===== config.mk =====
export PLATFORM = sky130hd
export DESIGN_NAME = ip_pipe
export DESIGN_NICKNAME = d
export VERILOG_FILES = /design/src/rtl/ip_pipe.sv
export SDC_FILE = /design/constraint.sdc
export NUM_CORES = 2
export LEC_CHECK = 0
export BUFFER_PORTS_ARGS = -buffer_cell sky130_fd_sc_hd__buf_2
export CORE_ASPECT_RATIO = 1.5
export CORE_MARGIN = 3
export CORE_UTILIZATION = 60
export DETAILED_ROUTE_END_ITERATION = 6
export GPL_TIMING_DRIVEN = 0
export PLACE_DENSITY = 0.86
export SETUP_SLACK_MARGIN = 0.5
export SLEW_MARGIN = 40
export SYNTH_ARGS = -nofsm -noshare
export SYNTH_HDL_FRONTEND = slang
export SYNTH_SLANG_ARGS = --single-unit
export TNS_END_PERCENT = 1

===== constraint.sdc =====
create_clock -name clk -period 2.98 [get_ports clk]
set_input_delay 0.149 -clock clk [delete_from_list [all_inputs] [get_ports clk]]
set_output_delay 0.149 -clock clk [all_outputs]
set_load 0.005 [all_outputs]

===== src/rtl/ip_pipe.sv =====
// Integer execution pipe: ALU evaluated at issue, result carried through STAGES
// registered stages to writeback with valid/ready backpressure and bubble collapsing.
module ip_pipe #(
  parameter int STAGES = 2,
  parameter int DST_W  = 5,
  parameter int PC_W   = 64
) (
  input  logic                            clk,
  input  logic                            rst_n,
  input  logic [PC_W-1:0]                 ix_ip_pc,
  input  logic [DST_W-1:0]                ix_ip_dst,
  input  logic                            ix_ip_wb_en,
  input  logic [2:0]                      ix_ip_op,
  input  logic                            ix_ip_option,
  input  logic                            ix_ip_truncate,
  input  logic [63:0]                     ix_ip_operand1,
  input  logic [63:0]                     ix_ip_operand2,
  input  logic                            ix_ip_valid,
  output logic                            ix_ip_ready,
  input  logic                            ip_flush,
  output logic [DST_W-1:0]                ip_ix_dst,
  output logic [63:0]                     ip_ix_result,
  output logic [PC_W-1:0]                 ip_ix_pc,
  output logic                            ip_ix_wb_en,
  output logic                            ip_ix_valid,
  input  logic                            ip_ix_ready,
  output logic [$clog2(STAGES+1)-1:0]     ip_inflight,
  output logic                            ip_busy
);

  localparam int CNT_W = $clog2(STAGES + 1);

  typedef enum logic [2:0] {
    OP_ADD  = 3'b000,  // option selects SUB
    OP_SLL  = 3'b001,
    OP_SLT  = 3'b010,
    OP_SLTU = 3'b011,
    OP_XOR  = 3'b100,
    OP_SRL  = 3'b101,  // option selects SRA
    OP_OR   = 3'b110,
    OP_AND  = 3'b111
  } alu_op_e;

  logic [63:0]        alu_raw;
  logic [63:0]        alu_out;
  logic signed [63:0] sra_res;
  logic [5:0]         shamt;

  logic [STAGES-1:0]  valid_q;
  logic [STAGES-1:0]  valid_nxt;
  logic [STAGES-1:0]  adv;
  logic [STAGES-1:0]  wb_q;
  logic [DST_W-1:0]   dst_q [STAGES];
  logic [63:0]        res_q [STAGES];
  logic [PC_W-1:0]    pc_q  [STAGES];
  logic [CNT_W-1:0]   cnt_q;
  logic [CNT_W-1:0]   cnt_nxt;

  assign shamt   = ix_ip_operand2[5:0];
  assign sra_res = $signed(ix_ip_operand1) >>> shamt;

  always_comb begin
    alu_raw = '0;
    unique case (alu_op_e'(ix_ip_op))
      OP_ADD:  alu_raw = ix_ip_option ? ix_ip_operand1 - ix_ip_operand2
                                      : ix_ip_operand1 + ix_ip_operand2;
      OP_SLL:  alu_raw = ix_ip_operand1 << shamt;
      OP_SLT:  alu_raw = {63'd0, $signed(ix_ip_operand1) < $signed(ix_ip_operand2)};
      OP_SLTU: alu_raw = {63'd0, ix_ip_operand1 < ix_ip_operand2};
      OP_XOR:  alu_raw = ix_ip_operand1 ^ ix_ip_operand2;
      OP_SRL:  alu_raw = ix_ip_option ? sra_res : ix_ip_operand1 >> shamt;
      OP_OR:   alu_raw = ix_ip_operand1 | ix_ip_operand2;
      OP_AND:  alu_raw = ix_ip_operand1 & ix_ip_operand2;
      default: alu_raw = '0;
    endcase
    alu_out = ix_ip_truncate ? {{32{alu_raw[31]}}, alu_raw[31:0]} : alu_raw;
  end

  // adv[k] is a running OR from the output end, so the chain lives in a local
  // variable rather than reading adv back into itself.
  always_comb begin
    logic chain;
    adv   = '0;
    chain = ip_ix_ready;
    for (int unsigned i = 0; i < STAGES; i++) begin
      chain = chain || !valid_q[STAGES-1-i];
      adv[STAGES-1-i] = chain;
    end
  end

  assign ix_ip_ready = adv[0] && !ip_flush;

  always_comb begin
    valid_nxt = valid_q;
    if (ip_flush) begin
      valid_nxt = '0;
    end else begin
      if (adv[0]) valid_nxt[0] = ix_ip_valid;
      for (int unsigned i = 1; i < STAGES; i++) begin
        if (adv[i]) valid_nxt[i] = valid_q[i-1];
      end
    end
  end

  always_comb begin
    cnt_nxt = '0;
    for (int unsigned i = 0; i < STAGES; i++) begin
      cnt_nxt = cnt_nxt + CNT_W'(valid_nxt[i]);
    end
  end

  always_ff @(posedge clk or negedge rst_n) begin
    if (!rst_n) begin
      valid_q <= '0;
      wb_q    <= '0;
      cnt_q   <= '0;
      for (int unsigned i = 0; i < STAGES; i++) begin
        dst_q[i] <= '0;
        res_q[i] <= '0;
        pc_q[i]  <= '0;
      end
    end else begin
      valid_q <= valid_nxt;
      cnt_q   <= cnt_nxt;
      // Flush only clears valids; data registers keep whatever they held.
      if (!ip_flush) begin
        if (adv[0]) begin
          dst_q[0] <= ix_ip_dst;
          res_q[0] <= alu_out;
          pc_q[0]  <= ix_ip_pc;
          wb_q[0]  <= ix_ip_wb_en;
        end
        for (int unsigned i = 1; i < STAGES; i++) begin
          if (adv[i]) begin
            dst_q[i] <= dst_q[i-1];
            res_q[i] <= res_q[i-1];
            pc_q[i]  <= pc_q[i-1];
            wb_q[i]  <= wb_q[i-1];
          end
        end
      end
    end
  end

  assign ip_ix_valid  = valid_q[STAGES-1];
  assign ip_ix_dst    = dst_q[STAGES-1];
  assign ip_ix_result = res_q[STAGES-1];
  assign ip_ix_pc     = pc_q[STAGES-1];
  assign ip_ix_wb_en  = wb_q[STAGES-1];
  assign ip_inflight  = cnt_q;
  assign ip_busy      = (cnt_q != '0);

endmodule

==> impl_metrics.csv, run 1 <==
group,metric,value,unit
floorplanning,die_w,192,um
global_routing,grt_pass1_wl,313000,um
logic_synthesis,synth_most_common_cell,"nand2_1",
clock_tree,cts_buffer_depth,3,
clock_tree,cts.sinks,272,
logic_synthesis,yosys_warnings,0,
placement,placedCellCount,4954,
logic_synthesis,ys_seq_elements,272,
logic_synthesis,yosysSeqAreaShare,21.9,%
floorplanning,rows,101,
outcome,stop_error,"[ERROR GRT-0116] Global routing finished with congestion. Check the congestion regions in the DRC Viewer.",
placement,gp_congestion,1.45,
outcome,haltStage,"global routing",
global_routing,grt-ovfl-total,309,
logic_synthesis,syn_nets,4338,
global_routing,grt_max_degree,80,
clock_tree,numCtsBuffers,21,
logic_synthesis,synth-edff-count,0,
logic_synthesis,async_flop_share,100,%
logic_synthesis,synth_commonest_cells,"nand2_1, nor2_1, a21oi_1, dfrtp_1, o21ai_0",
logic_synthesis,syn_avg_cell_area,7.90,um^2
logic_synthesis,ys_types,88,
floorplanning,top_level_ports,347,
global_routing,grt.total_usage,76.8,%
floorplanning,start_util,61.0,%
logic_synthesis,synth.largest_area_cell,"dfrtp_1",
logic_synthesis,synth_area,31100,um^2
global_routing,grt_pass1_vias,42600,
logic_synthesis,netlist_top_cells_area,"dfrtp_1, ha_1, mux2_2",
logic_synthesis,synth_top_area_share,21.9,%
placement,dpl.hpwl,138000,um
clock_tree,clockRootBuffer,"clkbuf_16",
logic_synthesis,synth-main-ff-cell,"dfrtp_1",
floorplanning,die_height,285,um
clock_tree,htreeDepth,1,
placement,port_buffers,346,
logic_synthesis,syn_inst,3934,
outcome,status,"did not finish",
-- stage by stage --
step           TNS (ns)  utilization (%)  setup slack, ns  instance area, um^2
4_1_cts          -14.60             73.7           -0.559                37500
2_1_floorplan    -15.07                -           -0.606                31400
3_3_place_gp    -881.81             66.6            -2.86                33900
3_5_place_dp    -103.20             67.1            -2.25                34200
-- per-layer routing --
| metal | GRT overflow | global-route usage [%] |
|---|---|---|
| met1 | 4 | 77.1 |
| met2 | 135 | 91.9 |
| met3 | 5 | 63.1 |
| met4 | 164 | 75.9 |
| met5 | 1 | 23.8 |
-- cell families after synthesis --
kind of cell | Yosys count | share of synthesized area, %
buf+inv | 652 | 9.90
simple gates | 1191 | 16.4
xor+xnor | 54 | 1.52
compound gates | 1120 | 23.4
flops | 272 | 21.9
fa+ha+maj | 196 | 7.94
mux | 449 | 19.0
-- repair_timing --
item,in CTS
pin swaps,53
setup buffers,49
cloned,0
setup endpoints to repair,198
hold buffers,74
gates resized for setup,380
endpoints found under the hold margin,190
==> run 2: changes to the inputs <==
--- a/config.mk
+++ b/config.mk
@@ -6,13 +6,11 @@
 export NUM_CORES = 2
 export LEC_CHECK = 0
 export BUFFER_PORTS_ARGS = -buffer_cell sky130_fd_sc_hd__buf_2
-export CORE_ASPECT_RATIO = 1.5
 export CORE_MARGIN = 3
-export CORE_UTILIZATION = 60
+export CORE_UTILIZATION = 40
 export DETAILED_ROUTE_END_ITERATION = 6
 export GPL_TIMING_DRIVEN = 0
-export PLACE_DENSITY = 0.86
-export SETUP_SLACK_MARGIN = 0.5
+export PLACE_DENSITY_LB_ADDON = 0.15
 export SLEW_MARGIN = 40
 export SYNTH_ARGS = -nofsm -noshare
 export SYNTH_HDL_FRONTEND = slang
==> run 2 against run 1 <==
Effect of this change: the flow now finishes, with violations (design-rule violations, negative setup slack); synthesized cell count unchanged; synthesized area unchanged.
==> impl_metrics.csv, run 2 <==
group,metric,value,unit
logic_synthesis,ys_types,88,
drt,drc,27,
critical_path,critPathMaxFanout,10,
logic_synthesis,synth_area,31100,um^2
global_routing,antenna_found_initial,9,
cells_and_area,layout.nets,4872,
logic_synthesis,synth_commonest_cells,"nand2_1, nor2_1, a21oi_1, dfrtp_1, o21ai_0",
cells_and_area,layout_commonest_cell,"nand2_1",
critical_path,cp.required,3.45,ns
critical_path,startpoint_type,"input port",
outcome,violations,"design-rule violations, negative setup slack",
logic_synthesis,syn_nets,4338,
hold_path,min_path_type,"in2reg",
clock_tree,cts_tree,"done",
cells_and_area,final_cells,5522,
floorplanning,start_util,40.6,%
drt,first_pass_iters,7,
floorplanning,die_height,285,um
pwr,powerDensity,416,nW/um^2
timing,min_period_over_period,122,%
cells_and_area,synthToLayoutAreaGrowth,26.2,%
clock_tree,htreeDepth,1,
cells_and_area,final_cell_mix,"nand2_1, nor2_1, buf_2, a21oi_1, dfrtp_1",
placement,placedCellCount,5323,
timing,final_hold_viol_count,0,
drt,post_drt_wl_per_cell,35.3,um
timing,finalSetupViolCount,65,
floorplanning,die-area,81100,um^2
global_routing,grt_pass1_vias,34700,
critical_path,worstSetupPathType,"in2reg",
clock_tree,clk_pin_slew_worst_paths,0.07,ns
floorplanning,core_area,76500,um^2
cells_and_area,fin_area,39200,um^2
pwr,vdd_drop_max,0.317,mV
placement,dpl.hpwl,155000,um
logic_synthesis,syn_inst,3934,
logic_synthesis,synth_most_common_cell,"nand2_1",
timing,worst-slew-pin-transition,0.970,ns
logic_synthesis,async_flop_share,100,%
timing,fmax,274,MHz
timing,holdWs,0.0413,ns
timing,period_minus_slack,3.65,ns
clock_tree,cts_buffer_depth,3,
drt,final_antenna_net_count,0,
pwr,p_leak,17.6,nW
cells_and_area,final_util,51.3,%
floorplanning,die_w,285,um
global_routing,grt-ovfl-total,0,
logic_synthesis,ys_seq_elements,272,
critical_path,worstSetupEndpointType,"register",
floorplanning,rows,101,
global_routing,grt.total_usage,46.2,%
timing,grt_setup_unrepaired,"true",
drt,drt-initial-drc-count,5117,
logic_synthesis,yosysSeqAreaShare,21.9,%
global_routing,grt_max_degree,76,
logic_synthesis,synth_top_area_share,21.9,%
outcome,status,"finished, violations left",
clock_tree,cts.sinks,272,
floorplanning,top_level_ports,347,
timing,drv_slew,0,
flow_run,maxCapViolations,0,
logic_synthesis,synth.largest_area_cell,"dfrtp_1",
clock_tree,numCtsBuffers,24,
logic_synthesis,synth-edff-count,0,
drt,wl,195000,um
global_routing,grt_pass1_wl,267000,um
clock_tree,clockRootBuffer,"clkbuf_16",
drt,vias,36600,
timing,skew,0.0111,ns
logic_synthesis,synth-main-ff-cell,"dfrtp_1",
clock_tree,clock_latency,0.53,ns
logic_synthesis,syn_avg_cell_area,7.90,um^2
logic_synthesis,yosys_warnings,0,
timing,layout_setup_ws,-0.669,ns
timing,slew_headroom,33.5,%
placement,gp_congestion,1.18,
cells_and_area,layout-drive-gt1-share,30.9,%
logic_synthesis,netlist_top_cells_area,"dfrtp_1, ha_1, mux2_2",
placement,port_buffers,346,
critical_path,crit_arrival,4.12,ns
placement,placed_area,34800,um^2
drt,viasPerCell,6.63,
pwr,power.total,0.0163,W
==> run 2: stage by stage <==
step,setup TNS (ns),setup WS (ns)
5_1_grt,-25.03,-0.667
3_3_place_gp,-1047.86,-3.36
4_1_cts,-28.38,-0.595
6_report,-25.97,-0.669
2_1_floorplan,-15.07,-0.606
3_5_place_dp,-116.71,-2.39
==> run 2: layout make-up <==
type | instances | area, um^2
inverter | 229 | 887
clock buffer | 32 | 702
multi-input combinational | 3010 | 23200
sequential | 272 | 6810
clock inverter | 10 | 87.6
tap | 1030 | 1290
buffer | 415 | 2770
fill | 7407 | 37200
timing repair buffer | 516 | 3510
antenna | 8 | 20.0
==> run 2: path summary, 6_finish.rpt <==
| kind | from | end | slack [ns] | depth (start not counted) |
|---|---|---|---|---|
| max in group asynchronous | rst_n | res_q[99] | 1.68 | 5 |
| min in group asynchronous | rst_n | dst_q[7] | 0.21 | 3 |
| setup reg to reg | valid_q[1] | res_q[111] | 0.01 | 10 |
| hold / removal | ip_ix_ready | valid_q[0] | 0.04 | 4 |
| setup / recovery | ix_ip_operand1[41] | res_q[116] | -0.67 | 15 |
| hold reg to reg | pc_q[105] | pc_q[105] | 0.47 | 2 |
==> run 2: critical path, stage by stage <==
cell      delay (ns)
buf_2           0.23
inv_1           0.08
ha_1            0.33
clkbuf_1        0.47
nand2_1         0.16
nor3_2          0.30
nand3_1         0.27
nor3_4          0.34
nand3_1         0.24
nand3_1         0.31
a21oi_2         0.20
o21a_1          0.25
a211o_2         0.36
a22oi_2         0.27
o21a_1          0.16
==> run 2: cell families after synthesis <==
kind of cell | share of synthesized area, %
AO/OA/AOI/OAI | 23.4
multiplexers | 19.0
AND/OR/NAND/NOR | 16.4
flip-flops | 21.9
buffers and inverters | 9.90
adder cells (fa/ha/maj) | 7.94
XOR/XNOR | 1.52
==> run 2: power breakdown <==
part / internal [W] / switching, W
clock network: 0.00174 / 0.00137
logic: 0.00320 / 0.00542
registers: 0.00426 / 0.000328
==> run 2: repair_timing <==
action / CTS / global route
hold buffers: 75 / 0
hold endpoints to repair: 148 / 0
resized for setup: 271 / 237
buffers inserted: 60 / 22
setup endpoints to repair: 65 / 76
pin swaps: 61 / 54
==> run 2: per-layer routing <==
| metal | track usage, % | share of wire [%] | up-vias |
|---|---|---|---|
| met5 | 1.31 | 0.14 | - |
| met4 | 29.5 | 8.7 | 8 |
| met3 | 19.0 | 14 | 726 |
| met2 | 67.3 | 41 | 3003 |
| met1 | 56.1 | 36 | 17800 |
| li1 | - | - | 15100 |
Power figures use the tool's default switching activity.
